==> config.mk <==
export PLATFORM = sky130hd
export DESIGN_NAME = updown_counter_mod
export DESIGN_NICKNAME = d
export VERILOG_FILES = /design/src/rtl/counters_pkg.sv /design/src/rtl/updown_next_val.sv /design/src/rtl/updown_counter_mod.sv
export SDC_FILE = /design/constraint.sdc
export NUM_CORES = 1
export LEC_CHECK = 0
export CAP_MARGIN = 30
export CORE_MARGIN = 4
export CORE_UTILIZATION = 30
export CTS_CLUSTER_DIAMETER = 80
export DETAILED_ROUTE_END_ITERATION = 8
export GPL_TIMING_DRIVEN = 0
export HOLD_SLACK_MARGIN = 0.06
export PLACE_DENSITY = 0.63
export SETUP_SLACK_MARGIN = 0.3
export SKIP_CTS_REPAIR_TIMING = 1
export SKIP_LAST_GASP = 1
export SYNTH_ARGS = -nofsm -noshare
export SYNTH_HDL_FRONTEND = slang
export SYNTH_HIERARCHICAL = 1
export SYNTH_SLANG_ARGS = --single-unit
==> constraint.sdc <==
create_clock -name clk -period 1.68 [get_ports clk]
set_input_delay 0.504 -clock clk [delete_from_list [all_inputs] [get_ports clk]]
set_output_delay 0.504 -clock clk [all_outputs]
set_load 0.01 [all_outputs]
==> src/rtl/counters_pkg.sv <==
// Shared constants and elaboration-time parameter checking for the counters suite.
`ifndef COUNTERS_PKG_SV
`define COUNTERS_PKG_SV

package counters_pkg;

   localparam bit MODE_WRAP = 1'b0;
   localparam bit MODE_SAT  = 1'b1;

   // True when the up/down counter parameter set describes a buildable counter.
   function automatic bit updown_params_ok(input int width, input int modulus,
                                           input int step, input int saturate);
      return (width >= 1) && (width <= 30) &&
             (modulus >= 2) && (modulus <= (1 << width)) &&
             (step >= 1) && (step < modulus) &&
             ((saturate == int'(MODE_WRAP)) || (saturate == int'(MODE_SAT)));
   endfunction

endpackage

`define COUNTERS_PARAM_CHECK(ok, msg) \
   if (!(ok)) begin : g_param_error \
      $error(msg); \
   end

`endif

==> src/rtl/updown_next_val.sv <==
// Next-value compute for one up or down step, with end-of-range wrap or clamp
// and the matching overflow/underflow indication.
module updown_next_val
   import counters_pkg::*;
#(
   parameter int WIDTH    = 4,
   parameter int MODULUS  = 16,
   parameter int STEP     = 1,
   parameter int SATURATE = 0
) (
   input  logic [WIDTH-1:0] count,
   input  logic             dir,
   output logic [WIDTH-1:0] next,
   output logic             ovf,
   output logic             unf
);

   localparam int             EW     = WIDTH + 1;
   localparam logic [EW-1:0]  MOD_E  = EW'(MODULUS);
   localparam logic [EW-1:0]  MAX_E  = EW'(MODULUS - 1);
   localparam logic [EW-1:0]  STEP_E = EW'(STEP);
   localparam logic [WIDTH-1:0] MAX_W = WIDTH'(MODULUS - 1);
   localparam bit             SAT    = (SATURATE == int'(MODE_SAT));

   logic [EW-1:0] count_e;
   logic [EW-1:0] sum;

   // One extra bit keeps count+STEP exact even when MODULUS == 2**WIDTH.
   always_comb begin
      count_e = {1'b0, count};
      sum     = count_e + STEP_E;
      next    = count;
      ovf     = 1'b0;
      unf     = 1'b0;
      if (dir) begin
         if (sum <= MAX_E) begin
            next = sum[WIDTH-1:0];
         end else begin
            ovf  = 1'b1;
            next = SAT ? MAX_W : WIDTH'(sum - MOD_E);
         end
      end else begin
         if (count_e >= STEP_E) begin
            next = WIDTH'(count_e - STEP_E);
         end else begin
            unf  = 1'b1;
            next = SAT ? '0 : WIDTH'(count_e + MOD_E - STEP_E);
         end
      end
   end

endmodule

==> src/rtl/updown_counter_mod.sv <==
// Parametrised up/down counter with load, enable, wrap/saturate end-of-range,
// registered ovf/unf pulses and combinational min/max flags.
module updown_counter_mod
   import counters_pkg::*;
#(
   parameter int WIDTH    = 4,
   parameter int MODULUS  = 16,
   parameter int STEP     = 1,
   parameter int SATURATE = 0
) (
   input  logic             clk,
   input  logic             reset,
   input  logic             en,
   input  logic             up,
   input  logic             down,
   input  logic             load,
   input  logic [WIDTH-1:0] load_val,
   output logic [WIDTH-1:0] count,
   output logic             ovf,
   output logic             unf,
   output logic             at_max,
   output logic             at_min
);

   `COUNTERS_PARAM_CHECK(updown_params_ok(WIDTH, MODULUS, STEP, SATURATE),
                         "updown_counter_mod: illegal WIDTH/MODULUS/STEP/SATURATE")

   localparam logic [WIDTH-1:0] MAX_W = WIDTH'(MODULUS - 1);

   logic [WIDTH-1:0] count_reg;
   logic [WIDTH-1:0] count_next;
   logic             ovf_reg;
   logic             ovf_next;
   logic             unf_reg;
   logic             unf_next;
   logic             do_up;
   logic             do_down;
   logic [WIDTH-1:0] step_val;
   logic             step_ovf;
   logic             step_unf;

   assign do_up   = en & up & ~down;
   assign do_down = en & down & ~up;

   updown_next_val #(
      .WIDTH    (WIDTH),
      .MODULUS  (MODULUS),
      .STEP     (STEP),
      .SATURATE (SATURATE)
   ) u_next_val (
      .count (count_reg),
      .dir   (do_up),
      .next  (step_val),
      .ovf   (step_ovf),
      .unf   (step_unf)
   );

   // Load wins over counting and is not gated by en; out-of-range loads clamp.
   always_comb begin
      count_next = count_reg;
      ovf_next   = 1'b0;
      unf_next   = 1'b0;
      if (load) begin
         count_next = (load_val > MAX_W) ? MAX_W : load_val;
      end else if (do_up || do_down) begin
         count_next = step_val;
         ovf_next   = step_ovf;
         unf_next   = step_unf;
      end
   end

   always_ff @(posedge clk or negedge reset) begin
      if (!reset) begin
         count_reg <= '0;
         ovf_reg   <= 1'b0;
         unf_reg   <= 1'b0;
      end else begin
         count_reg <= count_next;
         ovf_reg   <= ovf_next;
         unf_reg   <= unf_next;
      end
   end

   assign count  = count_reg;
   assign ovf    = ovf_reg;
   assign unf    = unf_reg;
   assign at_max = (count_reg == MAX_W);
   assign at_min = (count_reg == '0);

endmodule

==> out/results.ini <==
[floorplanning]
die_x_um=48.5
ioPinCount=18
die-area_sq_um=2360
row_count=14
core_area_sq_um=1520
die-height_um=48.5
initial_core_util_pct=32.3

[critical_path]
cp.required_ps=1180
critPathLaunchType=flop
worstSetupPathType=flop to output pin
cp_data_arrival_time_ps=1180
endpoint_kind=output pin
path_max_fanout=3

[synth]
syn_area_sq_um=493
syn_inst=52
synth-edff-count=0
yosys_warnings=6
yosys.area.top_type=dfrtp_1
ys.flop_type=dfrtp_1
yosysMostFrequentCell=inv_1
synth_seq_area_share_pct=30.5
yosys-top-cells-area=dfrtp_1 (30%), ha_1 (10%), a21boi_0 (6.1%)
syn-num-nets=66
synthArstFlopShare_pct=100
synth_common_cells=inv_1 (7), dfrtp_1 (6), a21boi_0 (4), ha_1 (4), nand2_1 (4)
yosysTopAreaCellShare_pct=30.5
avgSynthCellArea_sq_um=9.48
ys_ff_latch=6
yosysUniqueCellTypes=24

[cells_and_area]
diodes=0
final_nets=101
largest_reg_flops=4
synthToLayoutAreaGrowth_pct=86.8
drive_above_1_share_pct=54.1
final_util_pct=60.4
stdcell_area_sq_um=921

[sta]
drv_slew=0
fin_crit_sh_pct=100
relSlewSlack_pct=76.0
max_freq_mhz=595
setup_violations=1
fin_crit_ps=1680
rsz0062_at_grt=true
hold_viol_final=0
tightest_slew_ps=360
fin_ws_ps=-1.95
clock_skew_ps=3.09

[clock_network]
clk_latency_ps=240
clock_sinks=6
cts-buffers-inserted=3
clkTransAtPathRegs_ps=40
clockBufferDepth=2
h-tree-depth=1
root_buffer=clkbuf_4
cts_tree=yes

[route]
drc_errors=0
vias_per_cell=5.00
drt_pass1_iterations=5
wl_um=1240
final_antenna_net_count=0
first_iter_violations=9
wl_per_cell_um=12.3
vias=505

[global_routing]
first_global_vias=412
grt_max_degree=12
grt_pass1_wl_um=1790
overflow=0
antenna_found_initial=0
grtUsageTotal_pct=9.49

[power_and_ir_drop]
leakagePower_nw=0.470
power_density_nw_per_um2=645
irDropWorstVdd_mv=0.240
total_power_uw=594

[run_status]
violations=setup timing
status=finished with violations

[placed_design]
place_area_sq_um=714
pre_cts_slack_ps=-505
dp_hpwl_um=794
io_buffer_count=15
place_congestion=0.697

[worst_hold_path]
holdCritPathClass=input pin to asynchronous set/reset pin

[run]
max-cap-violations=0

==> path summary, 6_finish.rpt <==
check                      startpoint        to  slack, ps  cells past startpoint
max                          count[2]    at_min         -2                      3
min                             reset  count[3]        500                      1
max reg2reg                  count[1]  count[2]        110                      8
min reg2reg                  count[2]       unf        710                      3
max in group asynchronous       reset  count[1]        960                      1
min in group clk                   en       unf        580                      3
==> cells in the final DEF, fill, tap and decap left out, types with 2 or more instances in the layout <==
cell type | Yosys | layout
ha_1 | 4 | 2
a2bb2oi_2 | 1 | 3
clkbuf_4 | 0 | 3
clkbuf_2 | 1 | 3
dfrtp_2 | 0 | 4
a21boi_0 | 4 | 4
dlymetal6s2s_1 | 0 | 5
nor3b_2 | 0 | 2
inv_1 | 7 | 5
clkdlybuf4s50_1 | 0 | 5
buf_4 | 0 | 11
xnor2_1 | 2 | 2
dfrtp_1 | 6 | 2
a31o_1 | 3 | 3
nand2_1 | 4 | 3
buf_6 | 0 | 6
==> per-stage QoR <==
stage | cells | setup TNS, ps | hold slack (ps)
floorplan | 52 | 0 | 208
global placement | 83 | -1990 | 746
detailed placement | 83 | -2020 | 747
CTS | 86 | -1910 | 504
global route | 101 | -33.0 | 529
finish | 101 | -1.95 | 498
==> final cells by class <==
type                       count  area (sq um)
sequential                     6           155
buffer                         2          20.0
tap                           16          20.0
timing repair buffer          30           278
multi-input combinational     37           397
fill                         135           603
inverter                       7          28.8
clock buffer                   3          22.5
==> critical path: stages (launching register included) <==
cell,delay (ps)
dfrtp_2,420
buf_6,120
nor4_4,240
buf_2,160
==> kinds of logic after synthesis <==
family	Yosys count	synth area share, %
and+or+nand+nor	13	14.5
DFF	6	30.5
xor gates and xnor gates	4	8.63
adders and majority gates	4	10.2
buffers and inverters	9	7.36
AOI/OAI and AO/OA	16	28.9
==> power by group <==
| part | internal, mW | switching [mW] |
|---|---|---|
| combinational | 0.167 | 0.131 |
| sequential | 0.159 | 0.00990 |
| clock | 0.0805 | 0.0474 |
==> layer usage <==
metal / up-vias / global-route usage [%] / part of all wire [%]
li1: 256 / - / -
met2: 13 / 13.7 / 49
met1: 234 / 12.8 / 47
met3: 2 / 1.23 / 2.9
met4: 0 / 6.73 / 1.2
met5: - / 0 / 0
No activity file was read; power rests on OpenSTA's default activity.
==> patch (config.mk and constraints unchanged) <==
Register the outputs `at_max` and `at_min`, with the module's reset; this adds one clock of latency there. The other outputs are not delayed to match.
--- a/src/rtl/updown_counter_mod.sv
+++ b/src/rtl/updown_counter_mod.sv
@@ -85,6 +85,13 @@
    assign ovf    = ovf_reg;
    assign unf    = unf_reg;
-   assign at_max = (count_reg == MAX_W);
-   assign at_min = (count_reg == '0);
+   always_ff @(posedge clk or negedge reset) begin
+      if (!reset) begin
+         at_max <= '0;
+         at_min <= '0;
+      end else begin
+         at_max <= (count_reg == MAX_W);
+         at_min <= (count_reg == '0);
+      end
+   end
 
 endmodule
Check against the original RTL: not equivalent (a bounded check fails within 4 cycles, from zero or initial values and one cycle with reset low).
==> patch against the original RTL <==
- worst setup slack gained 0.15 ns
- cell count grew 7.9%
- die area grew 8.5%
- routed wire length grew 1.8%
- non-clock buffer count shrank 3
- critical endpoint is now count[3]
- sequential cell count grew 2
- synthesized area grew 10%
- total power grew 11%
- cell area grew 6.9%
==> patch: results (changes against the original RTL) <==
Worst setup path:
- The worst register-to-register path begins at count[0].
- The depth of the most critical reg-to-reg path is 6 (-2).
- The data arrival time of the critical path is 1.70 ns (+0.52 ns).
- By startpoint and endpoint, the worst setup path is classified as register to register.
- The largest fanout of any net on the critical path is 8 (+5).
- On the worst path, the slowest cell contributes a delay of 0.41 ns.
- The cell family with the largest share of critical-path delay is compound AO/OA/AOI/OAI gates.
- In this run the critical register-to-register path is captured at count[3].
- The minimum setup slack among reg-to-reg paths was 0.14 ns (+0.03 ns).

GRT:
- The first-pass GRT wire length came to 1910 µm (+6.9%).
- The global routing usage summed across all routing layers came to 9.83% (+0.34 points).
- The initial antenna violation count is 0 (unchanged).
- The via count of the first global-routing pass is 432 (+4.9%).

Power:
- The power spent charging and discharging nets is 196 µW (+4.0%).
- The combinational share of power is 45.9% (-4.1 points).
- The peak ir drop on the vdd network is 0.286 mV (+19%).
- The sequential group share of total power is 33.7% (+5.3 points).
- The leakage power is 0.517 nW (+10%).

Routing:
- The via count of the routed design is 505 (unchanged).
- The routed length per instance is 11.6 µm (-5.7%).
- The total iterations of the first detailed-routing run is 2 (-3).
- The total routed wirelength came to 1260 µm (+1.8%).
- The DRC marker count from the first detailed-route iteration is 1 (-8).

Synth:
- The post-synthesis net count is 68 (+3.0%).
- The register area share after synthesis is 36.9% (+6.4 points).
- By area the synthesized netlist is led by dfrtp_1 37%, ha_1 9.2%, a21boi_0 5.5%.
- After synthesis, the most frequently instantiated cells are 8 x dfrtp_1, 7 x inv_1, 4 x a21boi_0, 4 x ha_1, 4 x nand2_1.
- The async set-reset flop share out of synthesis is 100% (unchanged).
- The average cell area after synthesis is 10.1 µm² (+6.1%).

Cells and area:
- The share of post-route cells with drive strength above 1 is 47.6% (-6.5 points).
- The number of fill cells in the layout is 157 (+16%).
- The net count of the finished layout came to 100 (-0.99%).

Place:
- The placed wire-length estimate after detailed placement is 861 µm (+8.6%).
- The routability congestion estimate from global placement is 0.645 (-7.5%).
- The worst setup slack after placement came to -0.543 ns (-0.0376 ns).
- The instance area at placement was 776 µm² (+8.6%).
- The number of instances in the placed design is 94 (+13%).

STA:
- The slew at the pin closest to its max-slew limit is 0.351 ns (-0.00858 ns).
- The max-slew violation total from the final report is 0 (unchanged).
- The clock tree skew after final layout is 0.000982 ns (-0.00210 ns).

Status:
- The flow ran to the end, and the final reports show no timing, DRC or antenna violations.

Clock network:
- The insertion delay of the later-clocked pin in the worst-skew pair was 0.24 ns (about the same).
- The clock transition at the registers of the reported paths is 0.05 ns.
==> patch: cell families (layout without fill, tap and decap cells) <==
family / count (synthesis) / in the layout / share of synthesized area (%)
xor+xnor: 4 / 4 / 7.84
flops: 8 / 8 / 36.9
compound gates: 16 / 16 / 26.3
buf+inv: 9 / 39 / 6.68
simple gates: 13 / 13 / 13.1
fa+ha+maj: 4 / 4 / 9.22
==> patch: layout make-up <==
| cell class | instances | area (µm²) | share of cell area (%) |
|---|---|---|---|
| Timing Repair Buffer | 27 | 278 | 28.2 |
| Sequential cell | 8 | 205 | 20.8 |
| Tap cell | 25 | 31.3 | 3.18 |
| Inverter | 7 | 38.8 | 3.94 |
| Multi-Input combinational cell | 37 | 389 | 39.5 |
| Buffer | 2 | 20.0 | 2.03 |
| Clock buffer | 3 | 22.5 | 2.29 |
==> patch: worst reg2reg max path, cell delays in order (launching register included) <==
cell and delay, ns:
dfrtp_2 0.41, buf_12 0.14, buf_4 0.14, o41ai_4 0.29, xor2_1 0.17, a31o_1 0.18
a2bb2oi_2 0.12
==> patch: how the worst max path moves through the flow <==
stage                     endpoint  slack (ns)  depth (start not counted)
final                     count[3]        0.14                          6
after global routing      count[2]        0.08                          8
after CTS                 count[2]       -0.29                          8
after detailed placement  count[2]       -0.54                          8
after global placement    count[2]       -0.53                          8
after floorplan           count[2]        0.09                          8
==> patch: metrics by stage <==
stage          hold WS [ns]  power, mW
2_1_floorplan         0.208      0.356
3_3_place_gp          0.569      0.430
3_5_place_dp          0.577      0.434
4_1_cts               0.536      0.573
5_1_grt               0.546      0.707
6_report              0.529      0.659
==> patch: routing by layer <==
layer	global-route usage, %	vias up	share of wire (%)
li1	-	253	-
met3	2.08	0	6.5
met2	16.3	12	51
met5	0	-	0
met1	11.7	240	43
met4	5.38	0	0
